### src/rtl/word_serializer.sv
// Word-to-symbol serializer: accepts DATA_W-bit words and emits them as N = DATA_W/OUT_W
// symbols of OUT_W bits, LSB- or MSB-symbol first, with abort and back-to-back reload.
module word_serializer #(
   parameter int unsigned DATA_W    = 64,
   parameter int unsigned OUT_W     = 8,
   parameter int unsigned MSB_FIRST = 0
) (
   input  logic              clk_i,
   input  logic              rst_i,
   input  logic              in_valid_i,
   input  logic [DATA_W-1:0] in_data_i,
   output logic              in_ready_o,
   input  logic              abort_i,
   output logic              out_valid_o,
   output logic [OUT_W-1:0]  out_data_o,
   output logic              out_last_o,
   input  logic              out_ready_i,
   output logic              busy_o
);

   localparam int unsigned N       = DATA_W / OUT_W;
   localparam int unsigned IdxW    = (N > 1) ? $clog2(N) : 1;
   localparam logic [IdxW-1:0] LastIdx = IdxW'(N - 1);

   typedef enum logic [0:0] {StIdle, StShift} state_e;

   state_e            state_q;
   logic [DATA_W-1:0] word_q;
   logic [IdxW-1:0]   idx_q;
   logic [OUT_W-1:0]  out_data_q;
   logic              out_last_q;

   logic              in_hs;
   logic              out_hs;
   logic              at_last;
   logic [IdxW-1:0]   idx_inc;

   // Symbol k of a word in transmit order.
   function automatic logic [OUT_W-1:0] sym_of(input logic [DATA_W-1:0] w,
                                                input logic [IdxW-1:0]   k);
      logic [OUT_W-1:0] s;
      s = '0;
      for (int unsigned i = 0; i < N; i++) begin
         if (k == IdxW'(i)) begin
            if (MSB_FIRST != 0) s = w[(N-1-i)*OUT_W +: OUT_W];
            else                s = w[i*OUT_W +: OUT_W];
         end
      end
      return s;
   endfunction

   assign at_last = (idx_q == LastIdx);
   assign idx_inc = idx_q + 1'b1;

   // A new word may enter while the final symbol of the current one leaves.
   always_comb begin
      in_ready_o = 1'b0;
      if (!rst_i && !abort_i) begin
         in_ready_o = (state_q == StIdle) || (at_last && out_ready_i);
      end
   end

   assign in_hs       = in_valid_i && in_ready_o;
   assign out_hs      = (state_q == StShift) && out_ready_i;
   assign out_valid_o = (state_q == StShift);
   assign busy_o      = (state_q == StShift);
   assign out_data_o  = out_data_q;
   assign out_last_o  = out_last_q;

   always_ff @(posedge clk_i) begin
      if (rst_i) begin
         state_q    <= StIdle;
         word_q     <= '0;
         idx_q      <= '0;
         out_data_q <= '0;
         out_last_q <= 1'b0;
      end else if (abort_i) begin
         state_q    <= StIdle;
         idx_q      <= '0;
         out_last_q <= 1'b0;
      end else begin
         unique case (state_q)
            StIdle: begin
               if (in_hs) begin
                  word_q     <= in_data_i;
                  idx_q      <= '0;
                  out_data_q <= sym_of(in_data_i, {IdxW{1'b0}});
                  out_last_q <= (LastIdx == {IdxW{1'b0}});
                  state_q    <= StShift;
               end
            end
            StShift: begin
               if (out_hs) begin
                  if (at_last) begin
                     if (in_hs) begin
                        word_q     <= in_data_i;
                        idx_q      <= '0;
                        out_data_q <= sym_of(in_data_i, {IdxW{1'b0}});
                        out_last_q <= (LastIdx == {IdxW{1'b0}});
                     end else begin
                        state_q    <= StIdle;
                        idx_q      <= '0;
                        out_last_q <= 1'b0;
                     end
                  end else begin
                     idx_q      <= idx_inc;
                     out_data_q <= sym_of(word_q, idx_inc);
                     out_last_q <= (idx_inc == LastIdx);
                  end
               end
            end
            default: state_q <= StIdle;
         endcase
      end
   end

endmodule

### config.mk
export PLATFORM = sky130hd
export DESIGN_NAME = word_serializer
export DESIGN_NICKNAME = d
export VERILOG_FILES = /design/src/rtl/word_serializer.sv
export SDC_FILE = /design/constraint.sdc
export NUM_CORES = 1
export LEC_CHECK = 0
export ABC_AREA = 1
export BUFFER_PORTS_ARGS = -buffer_cell sky130_fd_sc_hd__buf_2
export CORE_MARGIN = 2
export CORE_UTILIZATION = 49
export CTS_BUF_LIST = sky130_fd_sc_hd__clkbuf_16
export CTS_CLUSTER_SIZE = 12
export DETAILED_ROUTE_END_ITERATION = 8
export GPL_ROUTABILITY_DRIVEN = 0
export PLACE_DENSITY = 0.76
export SKIP_CTS_REPAIR_TIMING = 1
export SYNTH_ARGS = -nofsm -noshare
export SYNTH_HDL_FRONTEND = slang
export SYNTH_SLANG_ARGS = --single-unit
### constraint.sdc
create_clock -name clk_i -period 2 [get_ports clk_i]
set_input_delay 0.1 -clock clk_i [delete_from_list [all_inputs] [get_ports clk_i]]
set_output_delay 0.1 -clock clk_i [all_outputs]
set_load 0.1 [all_outputs]
==> flow_metrics.py, run 1 <==
metrics = {
    "drt": {
        "route.antenna.remaining_nets": 0,
        "vias": 3712,
        "drc": 0,
        "drt_wirelength_um": 9494,
        "avgRoutedWirePerCell_um": 12.88,
        "post_drt_via_cell_ratio": 5.037,
        "drt_pre_antenna_iters": 5,
        "initialDrtViolationCount": 224,
    },
    "yosys": {
        "synthesized_instance_count": 556,
        "synth_warn": 0,
        "mappedNetlistArea_mm2": 0.003752,
        "post_synth_num_cell_types": 23,
        "synth_sequential_area_ratio_pct": 41.08,
        "synthesized_area_divided_by_synthesized_cell_count_um2": 6.749,
        "synth_net_count": 631,
        "ys_ff_latch": 77,
    },
    "global_route": {
        "first_global_vias": 3502,
        "grt_max_degree": 91,
        "global_route.usage.met2_pct": 37.07,
        "grt_most_used_layer": "met2",
        "grt_pass1_wl_um": 15440,
        "gr-usage-all-layers_pct": 22.60,
        "global_route.overflow_total": 0,
        "grt.met1_usage_pct": 30.12,
        "number_of_antenna_violations_at_the_first_check_in_global_routing": 0,
        "global_route.usage.met3_pct": 3.734,
    },
    "clocking": {
        "cts_buffer_depth": 2,
        "tritoncts_clock_tree": "built",
        "cts.clk_slew.worst_paths_ns": 0.06,
        "cts.htree.levels": 3,
        "clock_latency_ns": 0.33,
        "cts-buffers-inserted": 9,
        "clock_sinks": 77,
        "cts_root_buffer": "clkbuf_16",
    },
    "worst_hold_path": {
        "timing.hold.worst.class": "in -> reg",
        "hold_start": "in_data_i[14]",
    },
    "worst_setup_path": {
        "path_max_fanout": 3,
        "cpPeakStageDelay_ns": 0.41,
        "timing.critical_path.mode_cell": "inv_1",
        "crit_path_cell_trace": "ha_2, ha_4, inv_1, o21ai_4, nand2_1, inv_1, buf_2",
        "crit_family": "buffers and inverters",
        "timing.critical_path.slowest_stage_cell": "buf_2",
        "crit_buf_inv": 3,
        "crit_path_start_kind": "flip-flop",
        "start_point_of_the_critical_path": "idx_q[0]",
        "worstPathArrival_ns": 1.80,
        "setup.worst_path.class": "reg -> out",
        "timing.critical_path.required_ns": 1.90,
        "crit-reg2reg-launch": "idx_q[0]",
        "critPathCaptureType": "primary output",
    },
    "pwr": {
        "p_total_uw": 3672,
        "power_density_mw_per_mm2": 798.6,
        "total_leakage_power_uw": 0.002051,
        "worst_voltage_drop_across_the_vdd_grid_mv": 0.4029,
    },
    "placed_design": {
        "pre_cts_ws_ns": -0.07280,
        "numPortBuffers": 80,
        "dp_hpwl_um": 6621,
    },
    "cells_and_area": {
        "fin_nets": 708,
        "syn_to_final_growth_pct": 22.54,
        "n_antenna_cell": 0,
        "ratio_of_cells_with_drive_above_1_in_the_final_layout_pct": 21.16,
        "final_core_utilization_pct": 62.72,
    },
    "die": {
        "floorplan_die_height_um": 91.51,
        "top_level_ports": 81,
        "initial_core_util_pct": 51.19,
        "floorplan.core_area_mm2": 0.007331,
        "floorplan.die.width_um": 91.51,
        "std_cell_rows": 31,
        "die_area_mm2": 0.008374,
    },
    "timing": {
        "post-route-period-util_pct": 95.02,
        "tightest_slew_ns": 0.8693,
        "relSlewSlack_pct": 41.98,
        "post-route-worst-setup-slack_ns": 0.09950,
        "min_period_ns": 1.900,
        "finalMaxSlewViolations": 0,
        "max_freq_mhz": 526.2,
        "timing.final.setup_violations": 0,
        "timing.final.hold_violations": 0,
        "finClkSkew_ns": 0.005756,
    },
    "job": {
        "maxCapViolations": 0,
    },
    "outcome": {
        "run_status": "complete, no violations",
    },
}
-- layout by cell type, fill, tap and decap left out, drive strengths merged --
master    instances
clkbuf            9
a21oi            91
nand2           155
bufinv            1
clkinvlp          1
inv              93
ha                6
dfxtp            77
buf              93
nand3            28
clkinv            5
o21ai            71
nor2              8
-- Yosys cell counts --
| master | n | share of area (%) |
|---|---|---|
| inv_2 | 3 | 0.30 |
| dfxtp_1 | 77 | 41 |
| o21ai_0 | 65 | 8.7 |
| nor2_1 | 5 | 0.50 |
| clkbuf_1 | 10 | 1.0 |
| buf_4 | 2 | 0.40 |
| a21oi_2 | 5 | 1.2 |
| nand3_1 | 27 | 3.6 |
| ha_1 | 6 | 2.0 |
| buf_6 | 4 | 1.2 |
| buf_2 | 11 | 1.5 |
| inv_4 | 1 | 0.17 |
| nand2_1 | 150 | 15 |
| o21ai_1 | 5 | 0.67 |
| o21ai_4 | 1 | 0.43 |
| clkinv_2 | 1 | 0.13 |
| nand3_4 | 1 | 0.47 |
| nor2_4 | 1 | 0.30 |
| clkinv_1 | 1 | 0.10 |
| nor2_2 | 2 | 0.33 |
| nand2_2 | 5 | 0.83 |
| inv_1 | 87 | 8.7 |
| a21oi_1 | 86 | 11 |
-- registers in the layout, summed over array words and instances, names as in the netlist --
name / cells
busy_o: 1
idx_q: 3
out_data_o: 8
out_last_o: 1
word_q: 64
-- metal layers --
layer,vias to the layer above,wire length (µm)
li1,1912,-
met1,1670,4293
met2,116,4437
met3,14,601
met4,0,161
met5,-,0
-- final cells by class --
cell class / instances / area, µm²
Tap cell: 99 / 123.9
Multi-Input combinational cell: 359 / 1769
Timing Repair Buffer: 93 / 510.5
Clock inverter: 7 / 67.56
Sequential cell: 77 / 1543
Clock buffer: 9 / 225.2
Fill cell: 649 / 2733
Inverter: 93 / 359.1
-- per-stage QoR --
stage / hold WS (ns) / std cells / cell area (µm²) / TNS (ns)
global route: 0.02275 / 737 / 4598 / -0.01854
CTS: 0.01269 / 735 / 4513 / -0.6309
detailed placement: 0.3566 / 719 / 4220 / -0.3225
floorplan: 0.2248 / 556 / 3754 / 0
global placement: 0.3478 / 719 / 4220 / -0.004883
finish: 0.01102 / 737 / 4598 / 0
-- kinds of logic (layout without fill, tap and decap cells) --
logic type / after synthesis / in the layout / synth area share [%]
AOI/OAI and AO/OA: 162 / 162 / 22.41
adders and majority gates: 6 / 6 / 2.001
buffers and inverters: 120 / 202 / 13.47
DFF: 77 / 77 / 41.08
and+or+nand+nor: 191 / 191 / 21.04
-- power by group --
| group | total, µW | switching [µW] | internal [µW] |
|---|---|---|---|
| Sequential | 1640 | 32.8 | 1600 |
| Clock | 1590 | 636 | 959 |
| Combinational | 442 | 299 | 143 |
-- path summary, 6_finish.rpt --
path / to / slack (ns) / cells after the start
hold reg to reg: word_q[60] / 0.45 / 2
hold / removal: word_q[14] / 0.01 / 3
setup / recovery: in_ready_o / 0.1 / 7
setup reg to reg: out_data_o[3] / 0.1 / 10
-- worst register-to-register path, cell delays in order (launching register included) --
cell and delay [ns]:
dfxtp_1 0.32, buf_4 0.16, inv_1 0.09, ha_1 0.32
nand2_1 0.24, nor2_1 0.27, nand2_1 0.08, nand3_1 0.12
inv_1 0.05, nand2_1 0.07, a21oi_1 0.06
Note: power is estimated with default switching activity, not from simulation.
==> run 2, diff against run 1 <==
CORE_UTILIZATION = 40   (was 49)
PLACE_DENSITY = unset   (was 0.76)
==> run 2 against run 1 <==
  * Critical path depth is the same
  * Largest power group is now clock
  * Combinational power grew 0.9%
  * Global-route usage shrank 2.4 points
  * Utilization shrank 12 points
  * Highest routed layer unchanged
  * Critical endpoint unchanged
  * Worst hold slack lost 0.0059 ns
  * Count of clock-buffer cells in the layout is the same
==> flow_metrics.py, run 2 (synthesis results as in run 1) <==
metrics = {
    "outcome": {
        "run_status": "complete, no violations",
    },
    "placed_design": {
        "dp_hpwl_um": 7234,
        "pre_cts_ws_ns": -0.1094,
        "numPortBuffers": 80,
        "dpl_cell_area_mm2": 0.004248,
    },
    "worst_hold_path": {
        "hold_start": "in_data_i[22]",
        "worst_hold_path.endpoint": "word_q[22]",
        "timing.hold.worst.class": "in -> reg",
        "hold_depth": 3,
    },
    "timing": {
        "timing.final.setup_violations": 0,
        "finalMaxSlewViolations": 0,
        "max_freq_mhz": 530.6,
        "finClkSkew_ns": 0.006660,
        "rsz0062_at_grt": "true",
        "relSlewSlack_pct": 39.59,
        "tightest_slew_ns": 0.9052,
        "final.hold.worst_slack_ns": 0.005133,
        "tns_ns": 0,
        "post-route-worst-setup-slack_ns": 0.1154,
        "post-route-period-util_pct": 94.23,
        "min_period_ns": 1.885,
        "timing.final.hold_violations": 0,
    },
    "drt": {
        "initialDrtViolationCount": 134,
        "post_drt_via_cell_ratio": 4.882,
        "avgRoutedWirePerCell_um": 13.30,
        "drt_wirelength_um": 9921,
        "vias": 3642,
        "drt_pre_antenna_iters": 5,
        "route.antenna.remaining_nets": 0,
        "drc": 0,
    },
    "die": {
        "floorplan.die.width_um": 100.9,
        "std_cell_rows": 35,
        "initial_core_util_pct": 41.00,
        "top_level_ports": 81,
        "floorplan.core_area_mm2": 0.009153,
        "die_area_mm2": 0.01017,
        "floorplan_die_height_um": 100.9,
    },
    "cells_and_area": {
        "mostFrequentLayoutCells": "nand2_1 (148), inv_1 (87), a21oi_1 (86)",
        "regMostFlops": "word_q",
        "fin_nets": 706,
        "syn_to_final_growth_pct": 23.47,
        "n_antenna_cell": 0,
        "ratio_of_cells_with_drive_above_1_in_the_final_layout_pct": 21.26,
        "finish.instance_area_mm2": 0.004633,
        "final_core_utilization_pct": 50.62,
        "mostFrequentLayoutCell": "nand2_1",
        "largest_register_ffs": 64,
    },
    "pwr": {
        "power.switching_uw": 959.0,
        "power_frac_comb_pct": 11.8,
        "p_clk_share_pct": 45.0,
        "total_leakage_power_uw": 0.002059,
        "cell_internal_pwr_uw": 2819,
        "share_seq_of_total_power_pct": 43.3,
        "power_density_mw_per_mm2": 815.4,
        "worst_voltage_drop_across_the_vdd_grid_mv": 0.3711,
        "switching_share_pct": 25.38,
    },
    "worst_setup_path": {
        "critPathCaptureType": "primary output",
        "path_max_fanout": 3,
        "timing.critical_path.slowest_stage_cell": "buf_2",
        "timing.critical_path.required_ns": 1.90,
        "cpPeakStageDelay_ns": 0.41,
        "r2r.worst_path.cells": 15,
        "crit_path_start_kind": "flip-flop",
        "timing.critical_path.mode_cell": "inv_1",
        "r2r-end": "out_data_o[1]",
        "regToRegSetupSlack_ns": 0.13,
        "crit_family": "buffers and inverters",
        "setup.worst_path.class": "reg -> out",
        "crit-reg2reg-launch": "idx_q[0]",
        "crit_buf_inv": 3,
        "worstPathArrival_ns": 1.78,
        "crit_path_cell_trace": "ha_2, ha_4, inv_1, o21ai_4, nand2_1, inv_1, buf_2",
    },
    "clocking": {
        "cts.htree.levels": 3,
        "cts.clk_slew.worst_paths_ns": 0.06,
        "cts-buffers-inserted": 9,
        "clock_latency_ns": 0.33,
        "clock_sinks": 77,
        "tritoncts_clock_tree": "built",
        "cts_root_buffer": "clkbuf_16",
        "cts_buffer_depth": 2,
    },
    "global_route": {
        "gr-usage-all-layers_pct": 20.19,
        "global_route.overflow_total": 0,
        "number_of_antenna_violations_at_the_first_check_in_global_routing": 0,
        "grt_pass1_wl_um": 16180,
        "first_global_vias": 3493,
        "grt_max_degree": 52,
    },
    "job": {
        "maxCapViolations": 0,
    },
}
==> run 2: final cells by class <==
type	count	area (µm²)
Clock buffer	9	225.2
Clock inverter	6	80.08
Fill cell	930	4519
Inverter	93	356.6
Multi-Input combinational cell	359	1782
Sequential cell	77	1543
Tap cell	111	138.9
Timing Repair Buffer	91	508.0
==> run 2: stage by stage <==
stage | instances | total power [µW]
after floorplan | 556 | 1965
after global placement | 731 | 2103
after detailed placement | 731 | 2109
after CTS | 746 | 3805
after global routing | 746 | 3927
final | 746 | 3778
==> run 2: routing by layer <==
layer | part of all wire [%] | GRT usage [%] | vias to the layer above
met3 | 4.6 | 4.092 | 15
met4 | 1.5 | 6.744 | 0
met1 | 48 | 27.23 | 1640
li1 | - | - | 1908
met2 | 46 | 32.26 | 79
met5 | 0 | 0 | -
==> run 2: worst max-delay path by stage <==
stage                   from  cells past startpoint  slack (ns)            end
floorplan           idx_q[0]                     16        0.12  out_data_o[2]
global placement    idx_q[0]                     11       -0.03  out_data_o[1]
detailed placement  idx_q[0]                     14       -0.11  out_data_o[2]
CTS                 idx_q[0]                     14       -0.17  out_data_o[2]
global route        idx_q[0]                     15       -0.04  out_data_o[2]
finish              idx_q[0]                      7        0.12     in_ready_o
==> run 2: worst reg2reg max path: stages, from the launching register on <==
cell	delay (ns)
dfxtp_1	0.32
buf_4	0.16
inv_1	0.09
ha_2	0.24
inv_2	0.10
nor2_4	0.15
nand2_1	0.09
nand3_1	0.10
nand2_1	0.05
nand2_1	0.07
nand2_1	0.06
nand2_1	0.08
nand2_1	0.07
nand2_1	0.07
nand2_1	0.06
a21oi_2	0.10
==> run 2: power groups by stage <==
| stage | clock network [µW] | logic [µW] | registers [µW] |
|---|---|---|---|
| final | 1700 | 446 | 1630 |
| after global routing | 1790 | 497 | 1640 |
| after CTS | 1730 | 445 | 1630 |
| after detailed placement | 0 | 442 | 1670 |
| after global placement | 0 | 437 | 1670 |
| after floorplan | 0 | 224 | 1740 |
==> run 3, diff against run 2 <==
PLACE_DENSITY_LB_ADDON = 0.2   (was unset)
REMOVE_ABC_BUFFERS = 1   (was unset)
==> run 3 against run 2 <==
  * Non-clock buffer count rose by 8
  * Critical path depth is 7 higher
  * Count of clock-buffer cells in the layout stayed put
  * Clock power is 6% lower
  * First-iteration DRC count shrank 9.7%
  * Worst hold slack improved by 0.0041 ns
  * Cell area rose by 0.78%
  * Wire length down 0.83%
  * Worst setup slack lost 0.029 ns
  * Utilization grew 0.40 points
  * Sequential power hardly changed
  * Largest cell class unchanged
==> flow_metrics.py, run 3 (synthesis results as in run 1) <==
metrics = {
    "outcome": {
        "run_status": "complete, no violations",
    },
    "die": {
        "floorplan_die_height_um": 100.9,
        "std_cell_rows": 35,
        "floorplan.core_area_mm2": 0.009153,
        "die_area_mm2": 0.01017,
        "floorplan.die.width_um": 100.9,
        "top_level_ports": 81,
        "initial_core_util_pct": 41.00,
    },
    "worst_setup_path": {
        "r2r-end": "out_data_o[2]",
        "setup.worst_path.class": "reg -> reg",
        "timing.critical_path.mode_cell": "nand2_1",
        "worstPathArrival_ns": 2.13,
        "crit_buf_inv": 2,
        "timing.critical_path.required_ns": 2.22,
        "critical_path_cell_count": 14,
        "crit-reg2reg-launch": "idx_q[0]",
        "crit_path_cell_trace": "ha_2, ha_4, inv_8, nand2_8, o21ai_0, inv_1, nand2_1, nand2_1, nand2_1, nand2_1, nand2_1, nand2_1, nand2_1, a21oi_2",
        "regToRegSetupSlack_ns": 0.09,
        "crit_family": "simple AND/OR/NAND/NOR gates",
        "r2r.worst_path.cells": 14,
        "path_max_fanout": 15,
        "timing.critical_path.slowest_stage_cell": "dfxtp_1",
        "timing_endpoint_of_the_critical_path": "out_data_o[2]",
        "critPathCaptureType": "flip-flop",
        "crit_path_start_kind": "flip-flop",
        "cpPeakStageDelay_ns": 0.32,
        "start_point_of_the_critical_path": "idx_q[0]",
    },
    "global_route": {
        "gr-usage-all-layers_pct": 19.78,
        "grt_pass1_wl_um": 15840,
        "number_of_antenna_violations_at_the_first_check_in_global_routing": 0,
        "global_route.overflow_total": 0,
        "first_global_vias": 3324,
        "grt_max_degree": 41,
    },
    "drt": {
        "avgRoutedWirePerCell_um": 13.03,
        "drt_pre_antenna_iters": 5,
        "initialDrtViolationCount": 121,
        "drt_wirelength_um": 9839,
        "route.antenna.remaining_nets": 0,
        "drc": 0,
        "post_drt_via_cell_ratio": 4.816,
        "vias": 3636,
    },
    "timing": {
        "max_freq_mhz": 522.5,
        "relSlewSlack_pct": 67.44,
        "post-route-period-util_pct": 95.69,
        "post-route-worst-setup-slack_ns": 0.08627,
        "min_period_ns": 1.914,
        "tightest_slew_ns": 0.4918,
        "timing.final.hold_violations": 0,
        "rsz0062_at_grt": "true",
        "finClkSkew_ns": 0.003804,
        "timing.final.setup_violations": 0,
        "finalMaxSlewViolations": 0,
    },
    "worst_hold_path": {
        "timing.hold.worst.class": "in -> reg",
        "hold_start": "in_data_i[51]",
    },
    "cells_and_area": {
        "fin_nets": 714,
        "syn_to_final_growth_pct": 24.44,
        "final_core_utilization_pct": 51.02,
        "regMostFlops": "word_q",
        "mostFrequentLayoutCells": "nand2_1 (148), inv_1 (87), a21oi_1 (86)",
        "largest_register_ffs": 64,
        "fillerInstances": 929,
        "n_antenna_cell": 0,
        "instances_no_fill": 755,
        "ratio_of_cells_with_drive_above_1_in_the_final_layout_pct": 21.74,
        "finish.instance_area_mm2": 0.004669,
        "mostFrequentLayoutCell": "nand2_1",
    },
    "pwr": {
        "p_total_uw": 3684,
        "total_leakage_power_uw": 0.002088,
        "worst_voltage_drop_across_the_vdd_grid_mv": 0.4342,
        "power_density_mw_per_mm2": 789.0,
    },
    "clocking": {
        "tritoncts_clock_tree": "built",
        "cts_root_buffer": "clkbuf_16",
        "cts.clk_slew.worst_paths_ns": 0.06,
        "clock_sinks": 77,
        "cts_buffer_depth": 2,
        "clock_latency_ns": 0.33,
        "cts-buffers-inserted": 9,
        "cts.htree.levels": 3,
    },
    "placed_design": {
        "placed_cells_incl_taps": 735,
        "pre_cts_ws_ns": -0.1586,
        "dp_hpwl_um": 7258,
        "numPortBuffers": 80,
        "dpl_cell_area_mm2": 0.004277,
    },
    "job": {
        "maxCapViolations": 0,
    },
}
## run 3: per-stage QoR
stage	TNS, ns	hold WS, ns
2_1_floorplan	-77.96	0.1624
3_3_place_gp	-0.1955	0.3579
3_5_place_dp	-0.5194	0.3564
4_1_cts	-0.7028	0.01202
5_1_grt	-0.1079	0.02676
6_report	0	0.009260
## run 3: how the worst min path moves through the flow
stage                    endpoint  slack, ns  depth (start not counted)
floorplan           out_data_o[1]       0.16                          1
global placement       word_q[13]       0.36                          3
detailed placement     word_q[20]       0.36                          3
CTS                    word_q[51]       0.01                          3
global route           word_q[13]       0.03                          3
finish                 word_q[51]      0.009                          3
## run 3: layout make-up
| class | instances | area (µm²) | area share (%) |
|---|---|---|---|
| tap | 111 | 138.9 | 2.974 |
| multi-input combinational | 359 | 1765 | 37.81 |
| clock inverter | 7 | 66.31 | 1.420 |
| clock buffer | 9 | 225.2 | 4.823 |
| inverter | 93 | 361.6 | 7.744 |
| sequential | 77 | 1541 | 33.01 |
| timing repair buffer | 99 | 570.5 | 12.22 |
## run 3: worst reg2reg max path, stage by stage (launching register included)
cell and delay [ns]:
dfxtp_1 0.32, ha_2 0.20, ha_4 0.30, inv_8 0.10, nand2_8 0.08, o21ai_0 0.19
inv_1 0.07, nand2_1 0.06, nand2_1 0.06, nand2_1 0.07, nand2_1 0.06, nand2_1 0.08
nand2_1 0.08, nand2_1 0.08, a21oi_2 0.05
## run 3: power by group
part	internal [µW]	switching, µW
combinational	148	304
clock	959	640
sequential	1600	31.2
total	2710	976
## run 3: layer usage
layer / global-route usage (%) / vias up / share of wire (%)
li1: - / 1923 / -
met1: 27.98 / 1589 / 48
met2: 30.15 / 112 / 44
met3: 3.190 / 12 / 6.1
met4: 7.587 / 0 / 1.5
met5: 0 / - / 0
